File: src/rtl/led_bar_monitor_if.sv
// led_bar_monitor_if: signal bundle between an LED-bar source and its monitor.
//  master drives LED, clr_err, flick_en, flick_lvl and observes the decoded results.
//  slave (the monitor) observes LED and controls, drives level, dir_up, turn_pulse,
//  peak_level, phase_cnt, err_code, err_step, stall, FLICK.
interface led_bar_monitor_if #(parameter int WIDTH = 16, parameter int PHASE_W = 4);
  localparam int LW = $clog2(WIDTH + 1);
  logic [WIDTH-1:0] LED;
  logic clr_err;
  logic flick_en;
  logic [LW-1:0] flick_lvl;
  logic [LW-1:0] level;
  logic dir_up;
  logic turn_pulse;
  logic [LW-1:0] peak_level;
  logic [PHASE_W-1:0] phase_cnt;
  logic err_code;
  logic err_step;
  logic stall;
  logic FLICK;
  modport master(output LED, clr_err, flick_en, flick_lvl,
                 input level, dir_up, turn_pulse, peak_level, phase_cnt, err_code, err_step, stall, FLICK);
  modport slave(input LED, clr_err, flick_en, flick_lvl,
                output level, dir_up, turn_pulse, peak_level, phase_cnt, err_code, err_step, stall, FLICK);
endinterface

File: src/rtl/led_bar_monitor.sv
// led_bar_monitor: decodes a thermometer-coded LED bar into a level and tracks its sweep.
//  CLK, RST (async, active-high) plus bus (led_bar_monitor_if.slave):
//  in: LED, clr_err, flick_en, flick_lvl; out: level, dir_up, turn_pulse, peak_level,
//  phase_cnt, err_code, err_step, stall, FLICK.
//  Optional FLICK generator enabled by defining LED_MON_FLICK_GEN_EN; otherwise FLICK = 0.
module led_bar_monitor #(
  parameter int WIDTH = 16,
  parameter int PHASE_W = 4,
  parameter int STALL_MAX = 64
) (
  input logic CLK,
  input logic RST,
  led_bar_monitor_if.slave bus
);
  localparam int LW = $clog2(WIDTH + 1);
  localparam int CW = $clog2(STALL_MAX + 1);
  typedef enum logic [1:0] {IDLE, UP, DOWN} state_t;
  state_t r_state, w_state_n;
  logic [WIDTH-1:0] r_smp;
  logic r_clr;
  logic [LW-1:0] r_level, r_peak, w_new;
  logic [PHASE_W-1:0] r_phase;
  logic [CW-1:0] r_cnt, w_cnt_n;
  logic r_turn, r_ec, r_es, r_stall;
  logic w_valid, w_up, w_dn, w_chg, w_step, w_turn, w_hit;
  always_comb begin
    w_new = '0;
    for (int i = 0; i < WIDTH; i++) w_new = w_new + LW'(r_smp[i]);
    w_valid = (r_smp & (r_smp + WIDTH'(1))) == '0;
    w_up = w_valid && (w_new > r_level);
    w_dn = w_valid && (w_new < r_level);
    w_chg = w_up || w_dn;
    w_step = (w_up && ((LW+1)'(w_new) > (LW+1)'(r_level) + (LW+1)'(1))) ||
             (w_dn && ((LW+1)'(r_level) > (LW+1)'(w_new) + (LW+1)'(1)));
    w_cnt_n = w_chg ? '0 : (r_cnt == CW'(STALL_MAX)) ? r_cnt : r_cnt + CW'(1);
    w_hit = w_cnt_n == CW'(STALL_MAX);
    w_turn = ((r_state == UP) && w_dn) || ((r_state == DOWN) && w_up);
    w_state_n = w_hit ? IDLE : w_up ? UP : w_dn ? DOWN : r_state;
  end
  always_ff @(posedge CLK or posedge RST)
    if (RST) r_state <= IDLE;
    else r_state <= w_state_n;
  // clr_err travels with its LED sample so a clear lines up with the sample it accompanies
  always_ff @(posedge CLK or posedge RST)
    if (RST) begin
      r_smp <= '0;
      r_clr <= 1'b0;
      r_level <= '0;
      r_peak <= '0;
      r_phase <= '0;
      r_cnt <= '0;
      r_turn <= 1'b0;
      r_ec <= 1'b0;
      r_es <= 1'b0;
      r_stall <= 1'b0;
    end else begin
      r_smp <= bus.LED;
      r_clr <= bus.clr_err;
      if (w_valid) r_level <= w_new;
      if (w_turn) r_peak <= r_level;
      r_phase <= w_hit ? '0 : r_phase + PHASE_W'(w_turn);
      r_cnt <= w_cnt_n;
      r_turn <= w_turn;
      r_ec <= !w_valid || (r_ec && !r_clr);
      r_es <= w_step || (r_es && !r_clr);
      r_stall <= w_hit;
    end
`ifdef LED_MON_FLICK_GEN_EN
  logic r_flick;
  // a real change onto flick_lvl fires; staying there does not, so it re-arms once level moves away
  always_ff @(posedge CLK or posedge RST)
    if (RST) r_flick <= 1'b0;
    else r_flick <= bus.flick_en && w_chg && (w_new == bus.flick_lvl);
  assign bus.FLICK = r_flick;
`else
  assign bus.FLICK = 1'b0;
`endif
  assign bus.level = r_level;
  assign bus.dir_up = r_state == UP;
  assign bus.turn_pulse = r_turn;
  assign bus.peak_level = r_peak;
  assign bus.phase_cnt = r_phase;
  assign bus.err_code = r_ec;
  assign bus.err_step = r_es;
  assign bus.stall = r_stall;
endmodule
File: src/flat_wrapper.sv
// flat-port wrapper written by rule: the top's interface ports become plain ports
module led_bar_monitor_flat 
#(
  parameter int WIDTH = 16,
  parameter int PHASE_W = 4,
  parameter int STALL_MAX = 64
)
  (CLK, RST, bus_LED, bus_clr_err, bus_flick_en, bus_flick_lvl, bus_level, bus_dir_up, bus_turn_pulse, bus_peak_level, bus_phase_cnt, bus_err_code, bus_err_step, bus_stall, bus_FLICK);
  led_bar_monitor_if #(.WIDTH(WIDTH), .PHASE_W(PHASE_W)) bus_i ();
  input logic CLK;
  input logic RST;
  input wire logic [$bits(bus_i.LED)-1:0] bus_LED;
  input wire logic [$bits(bus_i.clr_err)-1:0] bus_clr_err;
  input wire logic [$bits(bus_i.flick_en)-1:0] bus_flick_en;
  input wire logic [$bits(bus_i.flick_lvl)-1:0] bus_flick_lvl;
  output wire logic [$bits(bus_i.level)-1:0] bus_level;
  output wire logic [$bits(bus_i.dir_up)-1:0] bus_dir_up;
  output wire logic [$bits(bus_i.turn_pulse)-1:0] bus_turn_pulse;
  output wire logic [$bits(bus_i.peak_level)-1:0] bus_peak_level;
  output wire logic [$bits(bus_i.phase_cnt)-1:0] bus_phase_cnt;
  output wire logic [$bits(bus_i.err_code)-1:0] bus_err_code;
  output wire logic [$bits(bus_i.err_step)-1:0] bus_err_step;
  output wire logic [$bits(bus_i.stall)-1:0] bus_stall;
  output wire logic [$bits(bus_i.FLICK)-1:0] bus_FLICK;
  assign bus_i.LED = bus_LED;
  assign bus_i.clr_err = bus_clr_err;
  assign bus_i.flick_en = bus_flick_en;
  assign bus_i.flick_lvl = bus_flick_lvl;
  assign bus_level = bus_i.level;
  assign bus_dir_up = bus_i.dir_up;
  assign bus_turn_pulse = bus_i.turn_pulse;
  assign bus_peak_level = bus_i.peak_level;
  assign bus_phase_cnt = bus_i.phase_cnt;
  assign bus_err_code = bus_i.err_code;
  assign bus_err_step = bus_i.err_step;
  assign bus_stall = bus_i.stall;
  assign bus_FLICK = bus_i.FLICK;
  led_bar_monitor #(.WIDTH(WIDTH), .PHASE_W(PHASE_W), .STALL_MAX(STALL_MAX)) u_core (.CLK(CLK), .RST(RST), .bus(bus_i));
endmodule
File: config.mk
export PLATFORM = sky130hd
export DESIGN_NAME = led_bar_monitor_flat
export DESIGN_NICKNAME = d
export VERILOG_FILES = /design/src/rtl/led_bar_monitor_if.sv /design/src/rtl/led_bar_monitor.sv /design/src/flat_wrapper.sv
export SDC_FILE = /design/constraint.sdc
export NUM_CORES = 1
export LEC_CHECK = 0
export CORE_UTILIZATION = 40
export DETAILED_ROUTE_END_ITERATION = 10
export GPL_ROUTABILITY_DRIVEN = 0
export PLACE_DENSITY = 0.65
export SLEW_MARGIN = 20
export SYNTH_ARGS = -nofsm -noshare
export SYNTH_HDL_FRONTEND = slang
export SYNTH_SLANG_ARGS = --single-unit
File: constraint.sdc
create_clock -name CLK -period 5.4 [get_ports CLK]
set_input_delay 1.35 -clock CLK [delete_from_list [all_inputs] [get_ports CLK]]
set_output_delay 1.35 -clock CLK [all_outputs]
set_load 0.01 [all_outputs]
==> results.txt, run 1 <==
mapped cell area -> 2710 sq um
total grt overflow -> 0
vias in the first global route -> 2037
# rows -> 29
post-DP HPWL -> 4.00 mm
area of the die -> 7100 sq um
syn_nets -> 320
Seq/Total Area, Yosys -> 40.7%
die width -> 84.2 microns
io pins -> 45
combinational share of power -> 61.9%
status -> complete, but fails checks
MaxCap Viol Count -> 0
Seq cells post-synth -> 44
CTS sink cnt -> 44
Fin Clk Skew -> 0.00542 ns
Synth async-reset ratio -> 100%
net switching power -> 0.000682 W
clock power share -> 14.9%
fraction of layout cells with a size suffix above 1 -> 20.2%
non-filler cells, final -> 398
Crit. End Element -> flop
CTS max path bufs -> 2
Peak VDD IR -> 0.249 mV
failing checks -> design-rule violations
Die Span Y -> 84.2 microns
Final Cycle Share -> 98.8%
Power Density -> 494 nW/um^2
DRT Pass-1 Iters -> 7
Slew @ Worst Pin -> 0.892 ns
Final #Nets -> 382
Post-Synthesis Cells -> 258
H-tree levels -> 2
Core Box Area -> 6420 sq um
Switching Share -> 38.6%
CP required -> 5.59 ns
placed insts -> 385
CTS Buf Count -> 5
number of synthesized flops with an enable pin -> 0
Avg Cell Area, Syn -> 10.5 sq um
first-pass GRT wire length -> 9.04 mm
critical path startpoint category -> flop
TritonCTS clock tree -> yes
sequential share of power -> 23.2%
Leak -> 1.63 nW
WHS -> 0.493 ns
overall power -> 0.00177 W
latest clock arrival within the worst-skew pair -> 0.30 ns
final core occ -> 55.8%
DRT iter0 DRCs -> 115
max-slew violations -> 0
# hold bufs at CTS -> 0
vias per cell -> 5.08
Antenna Violating Nets Remaining -> 0
total number of vias -> 2021
WL final -> 5.26 mm
# setup viols final -> 0
pin count of the biggest net entering global routing -> 45
Post-Route Setup TNS -> 0 ns
Yosys cell types -> 47
Port Buffers -> 37
headroom to the max-slew limit -> 40.3%
critical path type -> flop to flop
worst-path fanout max -> 5
unrepaired setup endpoints after global routing -> true
initial antenna violation count -> 0
DRC Markers -> 4
shortest period the worst path allows -> 5.34 ns
Internal -> 0.00109 W
WL/cell -> 13.2 microns
clk root buf -> clkbuf_8
YS warnings -> 0
n_diodes -> 0
final hold vios -> 0
Layout Area Growth over Synthesis -> 32.4%
Starting Density -> 42.1%
Total Routing Usage GR -> 16.3%
WP data arrival -> 5.52 ns
clock slew at reported path FFs -> 0.09 ns
Fmax achieved -> 0.187 GHz
type of the worst min-delay path -> flop to flop
top_reg_cell synth -> dfrtp_1
==> layout make-up <==
type	instances	area, sq um
Multi-Input combinational cell	172	1580
Clock buffer	6	82.6
Sequential cell	44	1100
Fill cell	556	2840
Inverter	38	143
Clock inverter	2	38.8
Timing Repair Buffer	59	543
Tap cell	77	96.3
==> registers in the layout, summed over array words and instances (netlist names) <==
register and flops:
u_core.bus.stall 1, u_core.r_clr 1, u_core.bus.err_step 1, u_core.bus.peak_level 5, u_core.bus.turn_pulse 1, u_core.r_smp 16, u_core.r_cnt 7, u_core.bus.err_code 1
u_core.bus.level 5, u_core.bus.phase_cnt 4, u_core.r_state 2
==> cells in the final DEF, fill, tap and decap left out, drive strengths merged, types with 2 or more instances in the layout <==
cell type | Yosys | routed
a211oi | 2 | 2
a21o | 2 | 2
a21oi | 7 | 7
a221o | 2 | 2
a31oi | 2 | 2
a41oi | 2 | 2
and2 | 2 | 2
buf | 1 | 22
clkbuf | 3 | 6
clkdlybuf4s50 | 0 | 37
clkinv | 0 | 2
dfrtp | 44 | 44
fa | 10 | 10
ha | 27 | 27
inv | 38 | 37
mux2 | 5 | 5
nand2 | 17 | 17
nand3 | 12 | 12
nand4 | 3 | 3
nor2 | 16 | 16
nor2b | 8 | 8
nor3 | 5 | 5
nor4 | 2 | 2
o2111ai | 2 | 2
o21a | 2 | 2
o21ai | 10 | 10
o31ai | 4 | 4
xnor2 | 9 | 9
xor2 | 6 | 6
==> cells by family after synthesis <==
logic type	share of synthesized area (%)
simple gates	13.3
compound gates	12.0
flops	40.7
buf+inv	5.97
fa+ha+maj	19.9
xor+xnor	4.86
mux	3.15
other cells	0.139
==> through the flow <==
step,setup WS (ns),cell area [sq um]
final,0.0629,3580
after global routing,-0.173,3580
after CTS,0.00159,3440
after detailed placement,-0.201,3290
after global placement,-0.140,3290
after floorplan,0.0115,2720
==> critical path: stages (launching register included) <==
cell and delay [ns]:
dfrtp_1 0.34, inv_1 0.05, ha_1 0.30, fa_1 0.47, fa_1 0.49, fa_1 0.53, fa_1 0.43, fa_2 0.37
fa_2 0.55, inv_2 0.05, ha_1 0.29, nor2b_1 0.15, o21ai_2 0.14, nand2_2 0.09, mux2i_2 0.18, buf_4 0.16
nor4_4 0.15, buf_6 0.17, mux2_4 0.29
==> what timing repair did <==
item                       CTS  global route
setup endpoints to repair   10            10
pin swaps                    0             5
buffers inserted             2             3
gates resized for setup      6            21
==> final timing paths <==
path                                             to  slack (ns)             from  cells after the start
max                        u_core.bus.peak_level[2]        0.06  u_core.r_smp[0]                     18
min                             u_core.bus.err_code        0.49     u_core.r_clr                      1
max reg2reg                u_core.bus.peak_level[2]        0.06  u_core.r_smp[0]                     18
min reg2reg                     u_core.bus.err_code        0.49     u_core.r_clr                      1
max in group asynchronous       u_core.bus.level[3]        3.55              RST                      3
min in group asynchronous          u_core.r_smp[11]        1.49              RST                      3
==> cell usage after synthesis, types with 2 or more instances <==
library cell | instances | area [sq um]
o31ai_1 | 4 | 30.0
a31oi_1 | 2 | 12.5
xor2_1 | 6 | 52.6
o21a_1 | 2 | 15.0
a21oi_1 | 7 | 35.0
a21o_1 | 2 | 15.0
nor2_1 | 16 | 60.1
nor3_1 | 4 | 20.0
xnor2_1 | 9 | 78.8
clkbuf_1 | 3 | 11.3
o21ai_0 | 10 | 50.1
nand2_1 | 17 | 63.8
mux2_4 | 5 | 75.1
o2111ai_1 | 2 | 17.5
fa_1 | 10 | 200
a41oi_1 | 2 | 17.5
dfrtp_1 | 44 | 1100
nor2b_1 | 8 | 50.1
a211oi_1 | 2 | 15.0
inv_1 | 38 | 143
ha_1 | 27 | 338
a221o_1 | 2 | 20.0
nand3_1 | 11 | 55.1
nand4_1 | 2 | 12.5
==> power groups by stage <==
stage	Clock, W	Combinational (W)	Sequential (W)
finish	0.000264	0.00109	0.000410
global route	0.000288	0.00122	0.000417
CTS	0.000275	0.000914	0.000410
detailed placement	0	0.000879	0.000416
global placement	0	0.000861	0.000416
floorplan	0	0.000630	0.000396
==> per-layer routing <==
layer  part of all wire (%)  global-route usage (%)  routed length (microns)  vias to the layer above
met1                     43                    19.6                     2260                      967
met3                    3.7                    3.83                      197                       10
li1                       -                       -                        -                     1001
met2                     51                    28.2                     2690                       43
met4                    2.1                    6.74                      108                        0
met5                      0                       0                        0                        -
Note: power is estimated with default switching activity, not from simulation.
==> run 2: changes to the inputs <==
--- a/config.mk
+++ b/config.mk
@@ -8,6 +8,7 @@
 export CORE_UTILIZATION = 40
 export DETAILED_ROUTE_END_ITERATION = 10
 export GPL_ROUTABILITY_DRIVEN = 0
+export HOLD_SLACK_MARGIN = 0.15
 export PLACE_DENSITY = 0.65
 export SLEW_MARGIN = 20
 export SYNTH_ARGS = -nofsm -noshare
==> results of run 2 <==
The final DEF is identical to that of run 1; final timing and power are the same.
